<file path="src/rtl/life_engine_pkg.sv">
// Shared types and constants for the Game of Life engine.
// Holds the FSM state type and the 16-bit Fibonacci LFSR definition.
package life_engine_pkg;

    typedef enum logic [1:0] {
        IDLE = 2'd0,
        SEED = 2'd1,
        RUN  = 2'd2
    } state_t;

    localparam int unsigned LFSR_W = 16;

    // Feedback taps for x^16 + x^14 + x^13 + x^11 + 1 (bits 15, 13, 12, 10).
    localparam logic [LFSR_W-1:0] LFSR_TAPS     = 16'hB400;
    localparam logic [LFSR_W-1:0] LFSR_ZERO_SUB = 16'h0001;

    function automatic logic [LFSR_W-1:0] lfsr_next(input logic [LFSR_W-1:0] s);
        return {s[LFSR_W-2:0], ^(s & LFSR_TAPS)};
    endfunction

endpackage

</file>
<file path="src/rtl/life_engine_cell.sv">
// One cell of the Life grid: B3/S23 rule over eight neighbour bits.
module life_cell (
    input  logic       alive,
    input  logic [7:0] nbrs,
    output logic       next
);

    logic [3:0] count;

    always_comb begin
        count = '0;
        for (int unsigned i = 0; i < 8; i++) begin
            count = count + {3'b000, nbrs[i]};
        end
    end

    assign next = (count == 4'd3) || (alive && (count == 4'd2));

endmodule

</file>
<file path="src/rtl/life_engine.sv">
// Game of Life engine: ROWS x COLS grid, single-step, timed run, load and LFSR seeding.
// Row 0 occupies the low COLS bits of grid.
module life_engine
    import life_engine_pkg::*;
#(
    parameter int ROWS   = 8,
    parameter int COLS   = 8,
    parameter int PERIOD = 4
) (
    input  logic                 clk,
    input  logic                 reset_n,
    input  logic                 start,
    input  logic                 step,
    input  logic                 randomize,
    input  logic [15:0]          seed,
    input  logic                 wrap,
    input  logic                 load,
    input  logic [ROWS*COLS-1:0] load_data,
    output logic [ROWS*COLS-1:0] grid,
    output logic [15:0]          gen_count,
    output logic                 stable,
    output logic                 busy
);

    localparam int N = ROWS * COLS;

    state_t            state_q, state_d;
    logic [N-1:0]      grid_q, grid_d, next_grid;
    logic [15:0]       gen_q, gen_d;
    logic              stable_q, stable_d;
    logic [7:0]        cnt_q, cnt_d;
    logic [LFSR_W-1:0] lfsr_q, lfsr_d;
    logic              eval;

    for (genvar r = 0; r < ROWS; r++) begin : g_row
        for (genvar c = 0; c < COLS; c++) begin : g_col
            localparam int RM = (r + ROWS - 1) % ROWS;
            localparam int RP = (r + 1) % ROWS;
            localparam int CM = (c + COLS - 1) % COLS;
            localparam int CP = (c + 1) % COLS;

            logic       ok_u, ok_d, ok_l, ok_r;
            logic [7:0] nb;

            // Border masks: neighbours that fall off the grid count as dead unless wrapping.
            assign ok_u = wrap | (r != 0);
            assign ok_d = wrap | (r != ROWS - 1);
            assign ok_l = wrap | (c != 0);
            assign ok_r = wrap | (c != COLS - 1);

            assign nb[0] = grid_q[RM*COLS + CM] & ok_u & ok_l;
            assign nb[1] = grid_q[RM*COLS + c]  & ok_u;
            assign nb[2] = grid_q[RM*COLS + CP] & ok_u & ok_r;
            assign nb[3] = grid_q[r*COLS + CM]  & ok_l;
            assign nb[4] = grid_q[r*COLS + CP]  & ok_r;
            assign nb[5] = grid_q[RP*COLS + CM] & ok_d & ok_l;
            assign nb[6] = grid_q[RP*COLS + c]  & ok_d;
            assign nb[7] = grid_q[RP*COLS + CP] & ok_d & ok_r;

            life_cell u_cell (
                .alive (grid_q[r*COLS + c]),
                .nbrs  (nb),
                .next  (next_grid[r*COLS + c])
            );
        end
    end

    always_comb begin
        state_d  = state_q;
        grid_d   = grid_q;
        gen_d    = gen_q;
        stable_d = stable_q;
        cnt_d    = cnt_q;
        lfsr_d   = lfsr_q;
        eval     = 1'b0;

        if (state_q == SEED) begin
            if (randomize) begin
                lfsr_d   = lfsr_next(lfsr_q);
                grid_d   = {grid_q[N-COLS-1:0], lfsr_q[COLS-1:0]};
                gen_d    = '0;
                stable_d = 1'b0;
            end else begin
                state_d = IDLE;
            end
        end else if (randomize) begin
            state_d  = SEED;
            lfsr_d   = (seed == '0) ? LFSR_ZERO_SUB : seed;
            gen_d    = '0;
            stable_d = 1'b0;
            cnt_d    = '0;
        end else if (load) begin
            state_d  = IDLE;
            grid_d   = load_data;
            gen_d    = '0;
            stable_d = 1'b0;
            cnt_d    = '0;
        end else if (state_q == IDLE) begin
            if (step) begin
                eval = 1'b1;
            end else if (start && !stable_q) begin
                state_d = RUN;
                cnt_d   = '0;
            end
        end else begin
            if (!start) begin
                state_d = IDLE;
                cnt_d   = '0;
            end else if (cnt_q == 8'(PERIOD - 1)) begin
                cnt_d = '0;
                eval  = 1'b1;
            end else begin
                cnt_d = cnt_q + 8'd1;
            end
        end

        if (eval) begin
            if (next_grid == grid_q) begin
                stable_d = 1'b1;
                state_d  = IDLE;
            end else begin
                grid_d   = next_grid;
                gen_d    = gen_q + 16'd1;
                stable_d = 1'b0;
            end
        end
    end

    always_ff @(posedge clk or negedge reset_n) begin
        if (!reset_n) begin
            state_q  <= IDLE;
            grid_q   <= '0;
            gen_q    <= '0;
            stable_q <= 1'b0;
            cnt_q    <= '0;
            lfsr_q   <= LFSR_ZERO_SUB;
        end else begin
            state_q  <= state_d;
            grid_q   <= grid_d;
            gen_q    <= gen_d;
            stable_q <= stable_d;
            cnt_q    <= cnt_d;
            lfsr_q   <= lfsr_d;
        end
    end

    assign grid      = grid_q;
    assign gen_count = gen_q;
    assign stable    = stable_q;
    assign busy      = (state_q != IDLE);

endmodule

</file>
<file path="config.mk">
export PLATFORM = sky130hd
export DESIGN_NAME = life_engine
export DESIGN_NICKNAME = d
export VERILOG_FILES = /design/src/rtl/life_engine_pkg.sv /design/src/rtl/life_engine_cell.sv /design/src/rtl/life_engine.sv
export SDC_FILE = /design/constraint.sdc
export NUM_CORES = 1
export LEC_CHECK = 0
export BUFFER_PORTS_ARGS = -buffer_cell sky130_fd_sc_hd__buf_2
export CAP_MARGIN = 20
export CORE_MARGIN = 2
export CORE_UTILIZATION = 30
export DETAILED_ROUTE_END_ITERATION = 10
export PLACE_DENSITY_LB_ADDON = 0.08
export SYNTH_ARGS = -nofsm -noshare
export SYNTH_HDL_FRONTEND = slang
export SYNTH_HIERARCHICAL = 1
export SYNTH_SLANG_ARGS = --single-unit
export TNS_END_PERCENT = 50
</file>
<file path="constraint.sdc">
create_clock -name clk -period 5.2 [get_ports clk]
set_input_delay 1.04 -clock clk [delete_from_list [all_inputs] [get_ports clk]]
set_output_delay 1.04 -clock clk [all_outputs]
set_load 0.005 [all_outputs]
</file>
# Word-level counts from Yosys, hierarchy flattened
# Index checks and enable logic that the tools add are counted.
dict set report classes {
  n_addsub 450
  eq_ne 134
  mux 46
  bitwise_logic 33
  reduce_logical 137
}
# op count
set op_table {}
lappend op_table {{$add 4x1->4} 384}
lappend op_table {{$eq 4x2->1 const B} 128}
lappend op_table {{$mux 64} 6}
lappend op_table {{$mux 16} 10}
lappend op_table {{$add 1x1->2} 64}
lappend op_table {{$logic_and 1x1->1} 65}
lappend op_table {{$eq 64x64->1} 1}
lappend op_table {{$logic_or 1x1->1} 64}
lappend op_table {{$mux 8} 7}
lappend op_table {{$and 1x1->1} 32}
lappend op_table {{$mux 2} 10}
lappend op_table {{$add 16x1->16 const B} 1}
lappend op_table {{$logic_not 16->1} 1}
lappend op_table {{$reduce_xor 16->1} 1}
lappend op_table {{$mux 1} 13}
lappend op_table {{$add 8x1->8 const B} 1}
lappend op_table {{$eq 8x2->1 const B} 1}
lappend op_table {{$ne 4x3->1 const B} 1}
lappend op_table {{$ne 4x4->1 const B} 1}
lappend op_table {{$ne 3x3->1 const B} 1}
lappend op_table {{$reduce_and 3->1} 1}
lappend op_table {{$reduce_bool 3->1} 1}
lappend op_table {{$eq 2x1->1 const B} 1}
lappend op_table {{$logic_not 2->1} 1}
lappend op_table {{4 further kinds} 4}
dict set report word_totals {
  register_bits 107
  in_bits 87
  wordCells 806
}

# Depth between registers and ports, before layout
dict set report depth {
  word_depth 15
  depth_mapped 18
  depth_no_buf 15
}

# Cells and area by module
# Netlist, hierarchy kept.
# mod n_inst cells_per_inst area_per_inst_um2
set modules_own_cells {}
lappend modules_own_cells {life_engine 1 959 8266.7}
lappend modules_own_cells {{life_cell (g_row[0].g_col[4].u_cell ...)} 40 17 177.7}
lappend modules_own_cells {{life_cell (g_row[0].g_col[0].u_cell ...)} 24 17 162.7}

# Least setup slack after synthesis
# OpenSTA, ideal clock, no wires.
dict set report synth_timing {
  path_kind {input port to flip-flop}
  start {input port wrap}
  end {register grid_q[0] (netlist: grid[0])}
  setup_time_ps 125
  arrival_time_ps 5312
  required_ps 5075
  slack_ps -237
  path_stages 18
  n_path_buf 3
  cell_sequence {clkbuf_1 and2_1 inv_1 fa_1 inv_1 fa_1 ha_1 fa_1 o211a_1 a211oi_2 xor2_1 nor4_1 nand4_1 nor4_2 nand2b_1 buf_6 buf_6 mux2_4}
}
dict set report synth_between {
  elab_cells_between_ends 312
  cone_classes {add/sub: 165; eq/ne: 57; mux: 2; bitwise: 32; reduce/logical: 56}
}
# element line
set synth_lines {}
lappend synth_lines {{start: declaration} life_engine.sv:16} ;# input logic wrap,
lappend synth_lines {{$and 1x1->1 (*)} life_engine.sv:55} ;# assign nb[4] = grid_q[r*COLS + CP] & ok_r;
lappend synth_lines {{via g_row[0].g_col[7].nb[4]} life_engine.sv:43} ;# logic [7:0] nb;
lappend synth_lines {{$add 4x1->4 (*) (6 in a row)} life_engine_cell.sv:13} ;# count = count + {3'b000, nbrs[i]};
lappend synth_lines {{$eq 4x2->1} life_engine_cell.sv:17} ;# assign next = (count == 4'd3) || (alive && (count == 4'd2));
lappend synth_lines {{$logic_and 1x1->1} life_engine_cell.sv:17}
lappend synth_lines {{$logic_or 1x1->1 (*)} life_engine_cell.sv:17}
lappend synth_lines {{via next_grid[15]} life_engine.sv:28} ;# logic [N-1:0] grid_q, grid_d, next_grid;
lappend synth_lines {{$eq 64x64->1 (*)} life_engine.sv:118} ;# if (next_grid == grid_q) begin
lappend synth_lines {{$mux 64 (*)} life_engine.sv:118}
lappend synth_lines {{$mux 64 (*)} life_engine.sv:117} ;# if (eval) begin
lappend synth_lines {{via grid_d[0]} life_engine.sv:28}
lappend synth_lines {{end signal: assignment} life_engine.sv:139} ;# grid_q <= grid_d;
lappend synth_lines {{end: declaration} life_engine.sv:28}
# Mark *: on every way through the listed nets, which the timed path passes. The rest lies on a longest branch.
# A chain may end at the register's enable or synchronous reset.

# Worst setup path in the final report
dict set report layout_timing {
  start {input port wrap}
  end {register grid_q[38] (netlist: grid[38])}
}
dict set report layout_between {
  elab_chain_cells 15
  elab_cells_between_ends 312
  cone_classes {add/sub: 165; eq/ne: 57; mux: 2; bitwise: 32; reduce/logical: 56}
}
# element line
set layout_lines {}
lappend layout_lines {{$and 1x1->1} life_engine.sv:51} ;# assign nb[0] = grid_q[RM*COLS + CM] & ok_u & ok_l;
lappend layout_lines {{$and 1x1->1 (*)} life_engine.sv:51}
lappend layout_lines {{via g_row[0].g_col[0].nb[0]} life_engine.sv:43}
lappend layout_lines {{$add 1x1->2 (*)} life_engine_cell.sv:13}
lappend layout_lines {{$add 4x1->4 (*) (6 in a row)} life_engine_cell.sv:13}
lappend layout_lines {{$eq 4x2->1} life_engine_cell.sv:17}
lappend layout_lines {{$logic_and 1x1->1} life_engine_cell.sv:17}
lappend layout_lines {{$logic_or 1x1->1 (*)} life_engine_cell.sv:17}
lappend layout_lines {{$eq 64x64->1 (*)} life_engine.sv:118}
lappend layout_lines {{$mux 64 (*)} life_engine.sv:118}
lappend layout_lines {{$mux 64 (*)} life_engine.sv:117}
lappend layout_lines {{via grid_d[38]} life_engine.sv:28}
# Marks and branches as above.

==> impl_metrics.json <==
{
  "cp.required_ns": 5.49,
  "maxCapViolations": 0,
  "path_max_fanout": 8,
  "ys_top_cells_by_area": "fa_1 (27%), dfrtp_1 (14%), ha_1 (13%)",
  "holdCritPathClass": "flop to flop",
  "grt_max_degree": 154,
  "setup.worst_path.class": "primary input to flop",
  "portBuffers": 168,
  "slew-limit-headroom_pct": 45.7,
  "syn-cell-area_um2": 19300,
  "cts_root_buf": "clkbuf_16",
  "fin_crit_ns": 5.19,
  "cts_max_level": 3,
  "fin_cells": 3206,
  "yosysWarnings": 6,
  "fp-row-count": 92,
  "syn-mean-instance-area_um2": 9.42,
  "worstPathCellList": "buf_12 > buf_4 > and2_4 > inv_1 > fa_1 > inv_1 > fa_1 > ha_1 > fa_2 > o21ai_1 > a211oi_4 > xor2_2 > nor4_2 > nand4_1 > nor4_4 > nand2b_4 > buf_12 > buf_16 > mux2_4",
  "synthFlopType": "dfrtp_1",
  "worst_setup_path_start_kind": "primary input",
  "ys_seq_area_share_pct": 13.9,
  "slowest_delay_ns": 0.52,
  "fin_nets": 2892,
  "dpl.hpwl_mm": 53.1,
  "fp.coreArea_um2": 63300,
  "cts_tree": "built",
  "clk_pin_slew_ns": 0.09,
  "io_pins": 169,
  "synth.distinct_cells": 50,
  "setup_viol": 0,
  "ys_ff_latch": 107,
  "syn_inst": 2047,
  "wl_mm": 67.4,
  "timing.fmax_mhz": 193,
  "endpoint_kind": "flop",
  "syn2layout_area_growth_pct": 20.7,
  "drive_above_1_share_pct": 26.3,
  "timing.final.ws_setup_ns": 0.0118,
  "initial_core_util_pct": 30.4,
  "layout_common_cells": "inv_1 (320), nand2_1 (263), fa_1 (246)",
  "rsz0062_at_grt": "yes",
  "clkSinkCount": 107,
  "syn_nets": 2584,
  "synth_top_area_share_pct": 26.6,
  "routabilityCongestion": 0.813,
  "finalMaxSlewViolations": 0,
  "dieArea_um2": 66300,
  "antenna_left": 0,
  "drc_errors": 0,
  "dr.pass1.iters": 5,
  "synth.largest_area_cell": "fa_1",
  "clockBufferDepth": 2,
  "cts_made_buffers": 9,
  "worst_slew_pin_slew_ns": 0.810,
  "synth_edf_count": 0,
  "placed_area_um2": 22200,
  "clock_skew_ns": 0.0157,
  "synthArstFlopShare_pct": 100,
  "vias": 15400,
  "holdWs_ns": 0.527,
  "die_w_um": 257,
  "dp_cells": 3154,
  "avgViaCountPerCell": 4.82,
  "grt-ovfl-total": 0,
  "cts_hold_buf": 0,
  "slowest_stage": "fa_2",
  "clock_latency_ns": 0.41,
  "pre_cts_slack_ns": -0.786,
  "grt_pass1_wl_mm": 105,
  "hold_viol": 0,
  "fin_area_um2": 23300,
  "drt-wirelength-per-cell_um": 21.0,
  "antenna_found_initial": 0,
  "first_iter_violations": 686,
  "final_common_cell": "inv_1",
  "status": "finished, final reports clean",
  "grt_pass1_vias": 16900,
  "grt_usage_pct": 20.9,
  "die_h_um": 257,
  "num_antenna_cells": 0,
  "cp_data_arrival_time_ns": 5.48,
  "post-route-period-util_pct": 99.8
}
## metal layers
| layer | global-route usage [%] | vias to the layer above | share of wire, % |
|---|---|---|---|
| met5 | 0 | - | 0 |
| met1 | 28.2 | 7924 | 47 |
| met4 | 3.87 | 0 | 1.2 |
| met3 | 1.76 | 37 | 2.1 |
| li1 | - | 7323 | - |
| met2 | 36.5 | 164 | 50 |
## cell type report
type                    count  area [µm²]
clock buffers               9         225
clock inverters             7        67.6
fillers                  6574       40000
inverters                 323        1210
multi-input cells        1515       15100
flip-flops and latches    107        2680
well taps                 846        1060
repair buffers            399        2940
## Yosys cell counts, drive strengths merged, types with 8 or more instances
cell type	number
inv	323
nand2	264
fa	256
ha	194
o21ai	129
dfrtp	106
a21oi	82
mux2i	75
or2	68
xor2	67
buf	65
mux2	65
a211oi	49
nand3b	42
o211a	40
and2	38
clkbuf	37
nand3	35
nor2	24
nor4	21
a31o	15
nand4	8
## state kept, by name, summed over array words and instances, names as in the netlist
signal,cells
cnt_q,8
state_q,2
gen_count,16
stable,1
grid,64
lfsr_q,16
## through the flow
step	TNS, ns	utilization [%]
floorplan	0	-
global placement	-63.07	35.1
detailed placement	-61.31	35.1
CTS	-0.0102	36.2
global route	-4.90	36.8
finish	0	36.8
## critical path: cells and delay by family
family / cells / cell delay [ns]
adders and majority gates: 4 / 1.65
buffers and inverters: 6 / 0.65
muxes: 1 / 0.30
and+or+nand+nor: 5 / 1.26
AOI/OAI and AO/OA: 2 / 0.38
xor gates and xnor gates: 1 / 0.15
## worst paths after layout
| path | from | end | slack (ns) | cells past startpoint |
|---|---|---|---|---|
| min reg2reg | lfsr_q[2]$_DFFE_PN0P_ | lfsr_q[2]$_DFFE_PN0P_ | 0.53 | 2 |
| min in group asynchronous | reset_n | lfsr_q[5]$_DFFE_PN0P_ | 0.68 | 1 |
| max in group asynchronous | reset_n | lfsr_q[0]$_DFFE_PN1P_ | 3.50 | 2 |
| max | wrap | grid[38]$_DFF_PN0_ | 0.01 | 19 |
| min | lfsr_q[2]$_DFFE_PN0P_ | lfsr_q[2]$_DFFE_PN0P_ | 0.53 | 2 |
| max reg2reg | grid[20]$_DFF_PN0_ | grid[38]$_DFF_PN0_ | 0.06 | 15 |
## kinds of logic (layout without fill, tap and decap cells)
group                      Yosys count  count (layout)  synth area share (%)
adders and majority gates          450             450                  39.2
buffers and inverters              425             738                  9.55
AOI/OAI and AO/OA                  331             331                  11.8
and+or+nand+nor                    524             524                  13.4
xor gates and xnor gates            70              70                  3.18
muxes                              140             140                  8.94
DFF                                107             107                  13.9
## timing repair
| action | in CTS | in global routing |
|---|---|---|
| setup buffers | 17 | 15 |
| cloned | 4 | 3 |
| endpoints found under the hold margin | 0 | 0 |
| gates resized for setup | 50 | 51 |
| setup endpoints to repair | 83 | 83 |
| pin swaps | 29 | 49 |
Power is left out: the tool's default activity adds up to more than one toggle a clock period on the data nets, which glitch-free logic cannot reach.
